### src/rtl/ahb_burst_traffic_gen_if.sv
// AHB-Lite bus bundle between the burst traffic generator (master) and the bridge (slave).
interface ahb_burst_traffic_gen_if #(
    parameter int unsigned ADDR_W = 32,
    parameter int unsigned DATA_W = 32
);
    logic              Hreadyin;
    logic [DATA_W-1:0] Hrdata;
    logic [1:0]        Hresp;
    logic              Hwrite;
    logic [1:0]        Htrans;
    logic [ADDR_W-1:0] Haddr;
    logic [DATA_W-1:0] Hwdata;

    modport master (
        input  Hreadyin, Hrdata, Hresp,
        output Hwrite, Htrans, Haddr, Hwdata
    );

    modport slave (
        output Hreadyin, Hrdata, Hresp,
        input  Hwrite, Htrans, Haddr, Hwdata
    );
endinterface

### src/rtl/ahb_burst_traffic_gen.sv
// AHB-Lite master issuing an INCR write burst and/or read-back burst with data self-check.
module ahb_burst_traffic_gen #(
    parameter int unsigned       ADDR_W    = 32,
    parameter int unsigned       DATA_W    = 32,
    parameter int unsigned       BURST_LEN = 4,
    parameter logic [ADDR_W-1:0] BASE_ADDR = ADDR_W'(32'h8000_0000)
) (
    input  logic              Hclk,
    input  logic              Hreset,
    input  logic              start,
    input  logic [1:0]        mode,
    input  logic [DATA_W-1:0] seed,
    output logic              busy,
    output logic              done,
    output logic [7:0]        err_count,
    output logic              resp_err,
    ahb_burst_traffic_gen_if.master bus
);

    localparam logic [1:0]        TR_IDLE   = 2'b00;
    localparam logic [1:0]        TR_NONSEQ = 2'b10;
    localparam logic [1:0]        TR_SEQ    = 2'b11;
    localparam logic [1:0]        RESP_ERR  = 2'b01;
    localparam logic [ADDR_W-1:0] ADDR_STEP = ADDR_W'(DATA_W / 8);
    localparam logic [7:0]        LAST_IDX  = 8'(BURST_LEN - 1);

    typedef enum logic [2:0] {
        S_IDLE,
        S_WR,
        S_WR_TAIL,
        S_RD,
        S_RD_TAIL,
        S_FIN
    } state_t;

    state_t            state;
    logic [DATA_W-1:0] seed_r;
    logic              wr_only;
    logic [7:0]        addr_idx;
    logic [7:0]        data_idx;
    logic              data_active;

    logic              addr_ok;
    logic              data_ok;
    logic              resp_error;
    logic              rd_mismatch;
    logic [DATA_W-1:0] expected;

    function automatic logic [7:0] sat_inc(input logic [7:0] v);
        return (v == 8'hFF) ? v : v + 8'd1;
    endfunction

    // Bus-phase qualifiers and read-data check for the beat currently in its data phase.
    always_comb begin
        addr_ok     = (bus.Htrans != TR_IDLE) && bus.Hreadyin;
        data_ok     = data_active && bus.Hreadyin;
        resp_error  = data_active && (bus.Hresp == RESP_ERR);
        expected    = seed_r + DATA_W'(data_idx);
        rd_mismatch = data_ok && ((state == S_RD) || (state == S_RD_TAIL)) &&
                      (bus.Hrdata != expected);
    end

    // Sequencer: drives address/data phases, tracks the outstanding data phase and status.
    always_ff @(posedge Hclk) begin
        if (Hreset) begin
            state       <= S_IDLE;
            seed_r      <= '0;
            wr_only     <= 1'b0;
            addr_idx    <= '0;
            data_idx    <= '0;
            data_active <= 1'b0;
            bus.Htrans  <= TR_IDLE;
            bus.Hwrite  <= 1'b0;
            bus.Haddr   <= '0;
            bus.Hwdata  <= '0;
            busy        <= 1'b0;
            done        <= 1'b0;
            err_count   <= '0;
            resp_err    <= 1'b0;
        end else begin
            case (state)
                S_IDLE: begin
                    if (start) begin
                        seed_r      <= seed;
                        wr_only     <= (mode == 2'b01);
                        err_count   <= '0;
                        resp_err    <= 1'b0;
                        busy        <= 1'b1;
                        addr_idx    <= '0;
                        data_active <= 1'b0;
                        bus.Htrans  <= TR_NONSEQ;
                        bus.Haddr   <= BASE_ADDR;
                        bus.Hwrite  <= (mode != 2'b10);
                        state       <= (mode == 2'b10) ? S_RD : S_WR;
                    end
                end

                S_WR, S_WR_TAIL, S_RD, S_RD_TAIL: begin
                    if (resp_error) begin
                        // An ERROR response abandons everything still in flight.
                        err_count   <= sat_inc(err_count);
                        resp_err    <= 1'b1;
                        bus.Htrans  <= TR_IDLE;
                        data_active <= 1'b0;
                        done        <= 1'b1;
                        state       <= S_FIN;
                    end else begin
                        if (rd_mismatch) begin
                            err_count <= sat_inc(err_count);
                        end
                        if (data_ok) begin
                            data_active <= 1'b0;
                        end
                        // A newly accepted address opens the next data phase, overriding the retire above.
                        if (addr_ok) begin
                            data_active <= 1'b1;
                            data_idx    <= addr_idx;
                            if (bus.Hwrite) begin
                                bus.Hwdata <= seed_r + DATA_W'(addr_idx);
                            end
                            if (addr_idx == LAST_IDX) begin
                                bus.Htrans <= TR_IDLE;
                                state      <= (state == S_WR) ? S_WR_TAIL : S_RD_TAIL;
                            end else begin
                                bus.Htrans <= TR_SEQ;
                                bus.Haddr  <= bus.Haddr + ADDR_STEP;
                                addr_idx   <= addr_idx + 8'd1;
                            end
                        end
                        if ((state == S_WR_TAIL) && data_ok) begin
                            if (wr_only) begin
                                done  <= 1'b1;
                                state <= S_FIN;
                            end else begin
                                bus.Htrans <= TR_NONSEQ;
                                bus.Haddr  <= BASE_ADDR;
                                bus.Hwrite <= 1'b0;
                                addr_idx   <= '0;
                                state      <= S_RD;
                            end
                        end
                        if ((state == S_RD_TAIL) && data_ok) begin
                            done  <= 1'b1;
                            state <= S_FIN;
                        end
                    end
                end

                S_FIN: begin
                    done  <= 1'b0;
                    busy  <= 1'b0;
                    state <= S_IDLE;
                end

                default: begin
                    state <= S_IDLE;
                end
            endcase
        end
    end

endmodule

### src/flat_wrapper.sv
// flat-port wrapper written by rule: the top's interface ports become plain ports
module ahb_burst_traffic_gen_flat 
#(
    parameter int unsigned       ADDR_W    = 32,
    parameter int unsigned       DATA_W    = 32,
    parameter int unsigned       BURST_LEN = 4,
    parameter logic [ADDR_W-1:0] BASE_ADDR = ADDR_W'(32'h8000_0000)
)
  (Hclk, Hreset, start, mode, seed, busy, done, err_count, resp_err, bus_Hreadyin, bus_Hrdata, bus_Hresp, bus_Hwrite, bus_Htrans, bus_Haddr, bus_Hwdata);
  ahb_burst_traffic_gen_if #(.ADDR_W(ADDR_W), .DATA_W(DATA_W)) bus_i ();
  input  logic Hclk;
  input  logic Hreset;
  input  logic start;
  input  logic [1:0] mode;
  input  logic [DATA_W-1:0] seed;
  output logic busy;
  output logic done;
  output logic [7:0] err_count;
  output logic resp_err;
  input wire logic [$bits(bus_i.Hreadyin)-1:0] bus_Hreadyin;
  input wire logic [$bits(bus_i.Hrdata)-1:0] bus_Hrdata;
  input wire logic [$bits(bus_i.Hresp)-1:0] bus_Hresp;
  output wire logic [$bits(bus_i.Hwrite)-1:0] bus_Hwrite;
  output wire logic [$bits(bus_i.Htrans)-1:0] bus_Htrans;
  output wire logic [$bits(bus_i.Haddr)-1:0] bus_Haddr;
  output wire logic [$bits(bus_i.Hwdata)-1:0] bus_Hwdata;
  assign bus_i.Hreadyin = bus_Hreadyin;
  assign bus_i.Hrdata = bus_Hrdata;
  assign bus_i.Hresp = bus_Hresp;
  assign bus_Hwrite = bus_i.Hwrite;
  assign bus_Htrans = bus_i.Htrans;
  assign bus_Haddr = bus_i.Haddr;
  assign bus_Hwdata = bus_i.Hwdata;
  ahb_burst_traffic_gen #(.ADDR_W(ADDR_W), .DATA_W(DATA_W), .BURST_LEN(BURST_LEN), .BASE_ADDR(BASE_ADDR)) u_core (.Hclk(Hclk), .Hreset(Hreset), .start(start), .mode(mode), .seed(seed), .busy(busy), .done(done), .err_count(err_count), .resp_err(resp_err), .bus(bus_i));
endmodule
### config.mk
export PLATFORM = sky130hd
export DESIGN_NAME = ahb_burst_traffic_gen_flat
export DESIGN_NICKNAME = d
export VERILOG_FILES = /design/src/rtl/ahb_burst_traffic_gen_if.sv /design/src/rtl/ahb_burst_traffic_gen.sv /design/src/flat_wrapper.sv
export SDC_FILE = /design/constraint.sdc
export NUM_CORES = 1
export LEC_CHECK = 0
export BUFFER_PORTS_ARGS = -buffer_cell sky130_fd_sc_hd__buf_2
export CAP_MARGIN = 20
export CORE_MARGIN = 2
export CORE_UTILIZATION = 34
export DETAILED_ROUTE_END_ITERATION = 10
export SLEW_MARGIN = 10
export SYNTH_ARGS = -nofsm -noshare
export SYNTH_HDL_FRONTEND = slang
export SYNTH_SLANG_ARGS = --single-unit
### constraint.sdc
create_clock -name Hclk -period 5.7 [get_ports Hclk]
set_clock_uncertainty 0.15 [all_clocks]
set_input_delay 0.285 -clock Hclk [delete_from_list [all_inputs] [get_ports Hclk]]
set_output_delay 0.285 -clock Hclk [all_outputs]
set_load 0.02 [all_outputs]
==> results of run 1 <==
-- how the worst min path moves through the flow --
stage | start | endpoint | slack, ns | cells past startpoint
floorplan | seed[0] | u_core.seed_r[0] | 0.27 | 2
global placement | u_core.bus.Hwdata[2] | u_core.bus.Hwdata[2] | 0.29 | 2
detailed placement | u_core.bus.Hwdata[5] | u_core.bus.Hwdata[5] | 0.29 | 2
CTS | mode[0] | u_core.wr_only | 0.008 | 3
global route | seed[10] | u_core.seed_r[10] | 0.02 | 3
finish | seed[10] | u_core.seed_r[10] | 0.02 | 3
-- routing by layer --
metal  GRT usage, %  up-vias  routed length, um
met3          4.421       31               1490
met1          26.90     3234              10350
met4          6.179        0                433
li1               -     3502                  -
met2          30.46      236               9641
met5              0        -                  0
-- registers in the layout, summed over array words and instances (netlist names) --
register            cells
u_core.bus.Hwdata      32
u_core.seed_r          32
u_core.bus.Haddr       30
u_core.addr_idx         8
u_core.data_idx         8
u_core.err_count        8
u_core.state            3
u_core.bus.Htrans       2
u_core.bus.Hwrite       1
u_core.busy             1
u_core.data_active      1
u_core.done             1
u_core.resp_err         1
u_core.wr_only          1
-- timing repair --
action,CTS,global route
hold buffers,30,0
setup buffers,0,0
resized for setup,0,0
hold endpoints to repair,30,0
-- cell type report --
class | instances | area (um^2)
Fill cell | 2181 | 11940
Multi-Input combinational cell | 706 | 4369
Sequential cell | 129 | 2582
Timing Repair Buffer | 184 | 1089
Clock buffer | 19 | 442.9
Tap cell | 275 | 344.1
Clock inverter | 13 | 102.6
Inverter | 23 | 86.33
-- report_power, final --
group / switching [mW] / internal [mW]
Sequential: 0.170 / 0.991
Clock: 0.440 / 0.572
Combinational: 0.565 / 0.343
Total: 1.17 / 1.91
-- cells in the mapped netlist (9+ instances only) --
library cell  instances  area share [%]
a211oi_1             33             3.4
nand2b_1              9            0.78
ha_1                 19             3.3
nor2_1              104             5.4
nor3_1               15             1.0
inv_1                23             1.2
o21ai_0              21             1.4
nand2_1             121             6.3
nand4_1              29             2.5
mux2i_1               9             1.2
xor2_1               47             5.7
and3_1               12             1.0
or3_1                10            0.86
xnor2_1              61             7.4
dfxtp_1             129              36
clkbuf_1             41             2.1
a21oi_1              75             5.2
nand3_1              39             2.7
-- tightest hold or removal path, stage by stage --
cell and delay, ns:
buf_2 0.09, nand2_1 0.08, a21oi_1 0.07
-- cells by family (layout without fill, tap and decap cells) --
kind of cell,Yosys count,count (layout),synth area share (%)
simple gates,379,379,25.20
compound gates,187,187,16.80
flops,129,129,35.60
xor+xnor,108,108,13.04
buf+inv,76,239,4.243
fa+ha+maj,21,21,3.829
mux,9,9,1.242
other cells,1,2,0.05169
-- through the flow --
| stage | std cells | power (mW) | hold slack (ns) | setup slack (ns) | util (%) |
|---|---|---|---|---|---|
| 2_1_floorplan | 911 | 1.797 | 0.2710 | 2.267 | - |
| 3_3_place_gp | 1287 | 2.063 | 0.2908 | 1.732 | 38.99 |
| 5_1_grt | 1349 | 3.265 | 0.02223 | 1.382 | 43.03 |
| 6_report | 1349 | 3.081 | 0.01777 | 1.616 | 43.03 |
| 4_1_cts | 1349 | 3.099 | 0.007767 | 1.647 | 43.03 |
| 3_5_place_dp | 1287 | 2.067 | 0.2933 | 1.639 | 38.99 |
==> summary.md, run 1 <==
| Metric | Value |
|---|---|
| Flops & latches, synth | `roughly 130` |
| Core area | `roughly 0.021 mm^2` |
| Final Critical Period | `4.084 ns` |
| Area after DPL | `0.008170 mm^2` |
| Bufs on Longest Clock Path | `2` |
| Crit path to | `u_core.err_count[2]` |
| Starting Density | `34.62%` |
| Initial antenna violation count | `0` |
| Clk_lat worst skew | `0.43 ns` |
| RSZ-0062 raised after global routing | `false` |
| CP Max Fanout | `10` |
| Pleak | `~3.4 nW` |
| Post-Syn Area | `a little over 0.007 mm^2` |
| WP data required | `roughly 5.8 ns` |
| CTS tree | `built` |
| Num CTS Buffers | `17` |
| CP max stage delay | `0.71 ns` |
| Pwr dens | `341.7 mW/mm^2` |
| Final instance area | `approximately 0.009 mm^2` |
| CTS H-tree lvls | `4` |
| Crit-path cells | `ha_1 -> fa_1 -> a211oi_1 -> o211ai_1 -> a21boi_0 -> a31oi_1 -> nor4_1 -> nand4_1 -> o41ai_4 -> a21o_1 -> o32ai_2` |
| Post-synth cell types | `62` |
| Final WL | `21.92 mm` |
| Max VDD drop | `0.2503 mV` |
| Max cap viols | `0` |
| Syn Inst Count | `910` |
| Vias | `7003` |
| Gpl congestion | `between 0.9 and 1` |
| Die H | `150.1 um` |
| Drt drc | `0` |
| Syn Area/Cell | `7.972 um^2` |
| Worst path depth | `11` |
| I/O pin count | `150` |
| Num rows | `53` |
| FF-to-FF path depth | `11` |
| # nets final | `around 1200` |
| Sequential share of the synthesized area | `35.60%` |
| DIE WIDTH | `150.1 um` |
| Worst-Margin Slew | `between 0.9 and 1 ns` |
| R2r endpoint | `u_core.err_count[2]` |
| WL/cell | `16.25 um` |
| Clock Sink Count | `129` |
| Number of synthesized flops with an enable pin | `0` |
| Full die area | `0.02252 mm^2` |
| FF-to-FF setup slack | `1.62 ns` |
| Min-Delay Path Class | `input port to flip-flop` |
| Worst Path Buf+Inv | `0` |
| Ys Warns | `0` |
| Final TNS setup | `0 ns` |
| Final Max Slew Viols | `0` |
| Critical Path Source Type | `flip-flop` |
| Vias in the first global route | `6689` |
| Overflow after GRT | `0` |
| Clock Tree Root | `clkbuf_16` |
| Router iterations before antenna repair | `5` |
| CP Data Arrival Time | `4.21 ns` |
| Slowest cell on crit path | `o41ai_4` |
| Achievable frequency | `244.8 MHz` |
| Reg-to-Reg Start | `u_core.seed_r[0]` |
| First DRT Iteration DRCs | `448` |
| Worst-path clk slew | `0.06 ns` |
| Final Setup Violations | `0` |
| Area Overhead vs Synth | `24.28%` |
| Final HPWL DP | `16.19 mm` |
| Port Buf Inserts | `147` |
| Final worst path period share | `71.66%` |
| Hold Vio Cnt, Final | `0` |
| Most frequent cells in the layout | `buf_2, dfxtp_1, nand2_1` |
| Worst Setup SP | `u_core.seed_r[0]` |
| Largest net degree at the start of global routing | `96` |
| Async SR Flop Fraction | `0%` |
| First-pass GRT wire length | `around 35 mm` |
| Antenna diode count | `0` |
| Share of cells above drive strength 1 | `18.81%` |
| Post-DR vias/cell | `just over 5` |
| ANT nets after route | `0` |
| CP delay by family, top | `compound AO/OA/AOI/OAI gates` |
| Synth Flop Type | `dfxtp_1` |
| Critical path endpoint category | `flip-flop` |
| CP Class | `flip-flop to flip-flop` |
| GRT Util Overall | `19.58%` |
| Status | `completed` |
| Commonest non-fill, non-tap cell in the layout | `buf_2` |
| Relative slew slack | `33.39%` |
Note: power is estimated with default switching activity, not from simulation.
==> run 2: changes to the inputs <==
==> constraint.sdc (replaced) <==
create_clock -name Hclk -period 3.9 [get_ports Hclk]
set_clock_uncertainty 0.15 [all_clocks]
set_input_delay 0.195 -clock Hclk [delete_from_list [all_inputs] [get_ports Hclk]]
set_output_delay 0.195 -clock Hclk [all_outputs]
set_load 0.02 [all_outputs]
==> summary.md, run 2 (synthesized netlist as in run 1, its figures left out) <==
| Metric | Value |
|---|---|
| Status | `completed` |
| Die H | `150.1 um` |
| Critical Path Source Type | `flip-flop` |
| I/O pin count | `150` |
| R2r endpoint | `u_core.err_count[3]` |
| Vias | `about 7000` |
| Worst-Margin Slew | `around 0.84 ns` |
| Fin cells | `1381` |
| Worst-path clk slew | `0.07 ns` |
| Max VDD drop | `0.3070 mV` |
| ANT nets after route | `0` |
| DIE WIDTH | `150.1 um` |
| CP Data Arrival Time | `3.78 ns` |
| Post-DR vias/cell | `5.167` |
| Reg-to-Reg Start | `u_core.seed_r[0]` |
| Area Overhead vs Synth | `28.91%` |
| Final HPWL DP | `16.35 mm` |
| Antenna diode count | `0` |
| FF-to-FF path depth | `12` |
| FF-to-FF setup slack | `0.27 ns` |
| Biggest regs | `u_core.bus.Hwdata: 32 flops, u_core.seed_r: 32 flops, u_core.bus.Haddr: 30 flops` |
| Port Buf Inserts | `about 150` |
| First DRT Iteration DRCs | `608` |
| Overflow after GRT | `0` |
| Vias in the first global route | `6767` |
| WP data required | `4.05 ns` |
| Relative slew slack | `around 43%` |
| Bufs on Longest Clock Path | `2` |
| WHS | `about 0.019 ns` |
| # nets final | `around 1200` |
| GRT Util Overall | `19.77%` |
| Final WL | `approximately 22 mm` |
| Num CTS Buffers | `17` |
| Clock Tree Root | `clkbuf_16` |
| Drt drc | `0` |
| Clock Sink Count | `129` |
| RSZ-0062 raised after global routing | `false` |
| Worst Setup SP | `u_core.seed_r[0]` |
| Crit path to | `u_core.err_count[3]` |
| First-pass GRT wire length | `between 30 and 40 mm` |
| Share of cells above drive strength 1 | `a little over a fifth` |
| CP Max Fanout | `10` |
| Final Util | `approximately 45%` |
| Min-Delay Path Class | `input port to flip-flop` |
| WL/cell | `15.90 um` |
| Achievable frequency | `between 200 and 300 MHz` |
| Final worst path period share | `between 90 and 100%` |
| Max cap viols | `0` |
| Gpl congestion | `between 0.9 and 1` |
| Router iterations before antenna repair | `5` |
| Critical path endpoint category | `flip-flop` |
| CP max stage delay | `~0.6 ns` |
| Pwr dens | `506.7 mW/mm^2` |
| Commonest non-fill, non-tap cell in the layout | `buf_2` |
| CTS tree | `built` |
| Final Max Slew Viols | `0` |
| Crit-path cells | `ha_1 -> fa_1 -> a211oi_2 -> o211ai_1 -> a21boi_0 -> a31oi_1 -> nor4_1 -> nand4_1 -> o41ai_4 -> buf_4 -> a21o_1 -> o32ai_1` |
| CTS H-tree lvls | `4` |
| Final TNS setup | `0 ns` |
| Final Critical Period | `3.630 ns` |
| Tot Pwr | `4.738 mW` |
| Pleak | `3.586 nW` |
| Initial antenna violation count | `0` |
| Placed cell count | `1314` |
| Clk_lat worst skew | `~0.42 ns` |
| Hold Vio Cnt, Final | `0` |
| Starting Density | `34.62%` |
| Slowest cell on crit path | `a21boi_0` |
| Core area | `~0.021 mm^2` |
| Num rows | `53` |
| CP Class | `flip-flop to flip-flop` |
| Largest net degree at the start of global routing | `55` |
| Final Setup Violations | `0` |
| Full die area | `0.02252 mm^2` |
| Most frequent cells in the layout | `buf_2, dfxtp_1, nand2_1` |
-- run 2: cell count changes in the layout (fill, tap and decap cells not counted), moves of 2 or more --
| cell | change |
|---|---|
| bufinv_16 | +2 |
| clkinvlp_4 | -5 |
| dlygate4sd3_1 | +5 |
| inv_8 | +6 |
| buf_4 | +27 |
| a211oi_2 | +2 |
| a211oi_1 | -2 |
-- run 2: per-layer routing --
layer	vias to the layer above	routed length (um)	track usage, %
met5	-	0	0
met4	0	511	6.840
met3	38	1421	4.451
met2	242	9752	30.09
met1	3284	10270	27.47
li1	3571	-	-
-- run 2: area by class of cell --
class,count,area [um^2]
Fill cell,2192,11600
Multi-Input combinational cell,706,4384
Sequential cell,129,2582
Timing Repair Buffer,216,1341
Clock buffer,17,425.4
Tap cell,275,344.1
Clock inverter,15,187.7
Inverter,23,86.33
-- run 2: how the worst min path moves through the flow --
stage          slack [ns]            startpoint  cells after the start              endpoint
5_1_grt              0.07               mode[1]                      4     u_core.bus.Hwrite
3_5_place_dp         0.29              seed[27]                      3     u_core.seed_r[27]
6_report             0.02               mode[1]                      4     u_core.bus.Hwrite
3_3_place_gp         0.29  u_core.bus.Hwdata[5]                      2  u_core.bus.Hwdata[5]
2_1_floorplan        0.18               seed[0]                      2      u_core.seed_r[0]
4_1_cts             0.005               mode[1]                      4     u_core.bus.Hwrite
-- run 2: report_power, final --
group / internal (mW) / leakage [nW] / switching, mW
clock: 0.978 / 0.301 / 0.689
combinational: 0.540 / 2.24 / 0.887
sequential: 1.45 / 1.05 / 0.195
total: 2.97 / 3.59 / 1.77
-- run 2: worst max-delay path, delay by kind of cell (launching register included) --
family	cells	cell delay [ns]
AO/OA/AOI/OAI	7	1.82
AND/OR/NAND/NOR	2	0.50
adder cells (fa/ha/maj)	2	0.45
flip-flops	1	0.36
buffers and inverters	1	0.23
-- run 2: timing repair --
action / 4_1_cts / 5_1_grt
gates resized for setup: 0 / 2
setup buffers: 0 / 0
endpoints found under the hold margin: 34 / 0
hold buffers: 35 / 0
endpoints found under the setup margin: 0 / 8
-- run 2: metrics by stage --
stage | cell area, um^2 | setup WS, ns
after floorplan | 7258 | 0.4667
after global placement | 8378 | 0.1967
after detailed placement | 8378 | 0.1882
after CTS | 9341 | 0.1439
after global routing | 9351 | 0.02473
final | 9351 | 0.2704
==> run 3: changes to the inputs <==
--- a/config.mk
+++ b/config.mk
@@ -7,8 +7,10 @@
 export LEC_CHECK = 0
 export BUFFER_PORTS_ARGS = -buffer_cell sky130_fd_sc_hd__buf_2
 export CAP_MARGIN = 20
+export CORE_ASPECT_RATIO = 2
 export CORE_MARGIN = 2
 export CORE_UTILIZATION = 34
+export CTS_BUF_LIST = sky130_fd_sc_hd__clkbuf_2 sky130_fd_sc_hd__clkbuf_4 sky130_fd_sc_hd__clkbuf_8
 export DETAILED_ROUTE_END_ITERATION = 10
 export SLEW_MARGIN = 10
 export SYNTH_ARGS = -nofsm -noshare
==> summary.md, run 3 (synthesized netlist as in run 1, its figures left out) <==
| Metric | Value |
|---|---|
| Achievable frequency | `274.8 MHz` |
| WL/cell | `17.69 um` |
| Pleak | `roughly 3.6 nW` |
| Critical Path Source Type | `flip-flop` |
| Post-DR vias/cell | `approximately 5.2` |
| Num CTS Buffers | `17` |
| GR Layer Usage met2 | `42.86%` |
| Min-Delay Path Class | `input port to flip-flop` |
| First-pass GRT wire length | `37.93 mm` |
| Worst-Margin Slew | `0.6682 ns` |
| CP Max Fanout | `8` |
| Clock Sink Count | `129` |
| WP data required | `just over 4 ns` |
| Status | `completed` |
| Final Setup Violations | `0` |
| Router iterations before antenna repair | `5` |
| Num rows | `75` |
| RSZ-0062 raised after global routing | `false` |
| Slowest cell on crit path | `or4b_1` |
| M3 GR Usage | `3.741%` |
| Final HPWL DP | `19.15 mm` |
| Overflow after GRT | `0` |
| Commonest non-fill, non-tap cell in the layout | `buf_2` |
| Final WL | `24.57 mm` |
| CP Data Arrival Time | `between 3 and 4 ns` |
| Pwr dens | `around 470 mW/mm^2` |
| Placed cell count | `1321` |
| CTS tree | `built` |
| Max VDD drop | `0.2202 mV` |
| I/O pin count | `150` |
| CP Class | `flip-flop to flip-flop` |
| Final instance area | `slightly above 0.009 mm^2` |
| ANT nets after route | `0` |
| Fin cells | `1389` |
| Final Critical Period | `~3.6 ns` |
| Global route hottest layer | `met2` |
| Worst-path clk slew | `0.08 ns` |
| Vias | `7237` |
| Critical path endpoint category | `flip-flop` |
| Fin worst setup slack | `0.2609 ns` |
| Max cap viols | `0` |
| First DRT Iteration DRCs | `309` |
| Vias in the first global route | `7279` |
| GRT Util Overall | `21.93%` |
| Die H | `~210 um` |
| Drt drc | `0` |
| Area Overhead vs Synth | `27.75%` |
| Final Max Slew Viols | `0` |
| Clk_lat worst skew | `~0.46 ns` |
| # nets final | `1200` |
| Hold Vio Cnt, Final | `0` |
| Starting Density | `34.67%` |
| Full die area | `0.02259 mm^2` |
| Met1 Use GR | `19.97%` |
| Bufs on Longest Clock Path | `2` |
| Critical path's most frequent cell | `nand4_1` |
| Area after DPL | `0.008463 mm^2` |
| Final Util | `44.29%` |
| Core area | `roughly 0.021 mm^2` |
| Final TNS setup | `0 ns` |
| Initial antenna violation count | `2` |
| Largest net degree at the start of global routing | `55` |
| Final worst path period share | `93.31%` |
| Crit-path cells | `ha_1 -> fa_1 -> a211oi_2 -> or3_1 -> nand4_1 -> or4b_1 -> nor4_1 -> nand4_1 -> o41ai_4 -> buf_4 -> a21o_1 -> o32ai_1` |
| Most frequent cells in the layout | `buf_2, dfxtp_1, nand2_1` |
| Relative slew slack | `55.05%` |
| Clock Tree Root | `clkbuf_8` |
| CP max stage delay | `0.49 ns` |
| Share of cells above drive strength 1 | `21.72%` |
| WHS | `~0.061 ns` |
| Biggest regs | `u_core.bus.Hwdata: 32 flops, u_core.seed_r: 32 flops, u_core.bus.Haddr: 30 flops` |
| Port Buf Inserts | `147` |
| Tot Pwr | `4.398 mW` |
| DIE WIDTH | `107.3 um` |
| CTS H-tree lvls | `4` |
| DP Worst Slack | `approximately 0.19 ns` |
| Gpl congestion | `0.9909` |
run 3: worst paths after layout:
check / from / endpoint / slack, ns / cells past startpoint
worst max-delay path: u_core.seed_r[0] / u_core.err_count[3] / 0.26 / 12
worst min-delay path: start / u_core.busy / 0.06 / 5
worst max register to register: u_core.seed_r[0] / u_core.err_count[3] / 0.26 / 12
worst min register to register: u_core.bus.Hwdata[7] / u_core.bus.Hwdata[7] / 0.30 / 2
run 3: final cells by class:
type | count | area [um^2]
repair buffers | 230 | 1449
flip-flops and latches | 129 | 2582
well taps | 269 | 336.6
multi-input cells | 706 | 4375
inverters | 23 | 86.33
fillers | 2195 | 11660
diodes | 1 | 2.502
clock buffers | 19 | 249.0
clock inverters | 12 | 186.4
run 3: power by group:
group          internal, mW  leakage (nW)  total, mW  switching (mW)
registers              1.45          1.05       1.63           0.181
clock network         0.711         0.209       1.28           0.571
logic                 0.558          2.30       1.49           0.930
run 3: worst max-delay path: cells and delay by family, from the launching register on:
family / cells / cell delay (ns)
AO/OA/AOI/OAI: 4 / 1.07
adder cells (fa/ha/maj): 2 / 0.65
AND/OR/NAND/NOR: 5 / 1.12
flip-flops: 1 / 0.33
buffers and inverters: 1 / 0.21
run 3: per-layer routing:
metal	vias up	routed length, um
met2	253	13780
met1	3321	8190
met5	-	24
met4	4	1473
li1	3586	-
met3	73	1105
run 3: what timing repair did:
action	4_1_cts	5_1_grt
endpoints found under the hold margin	36	0
resized for setup	0	3
hold buffers	36	0
setup buffers	0	0
endpoints found under the setup margin	0	3
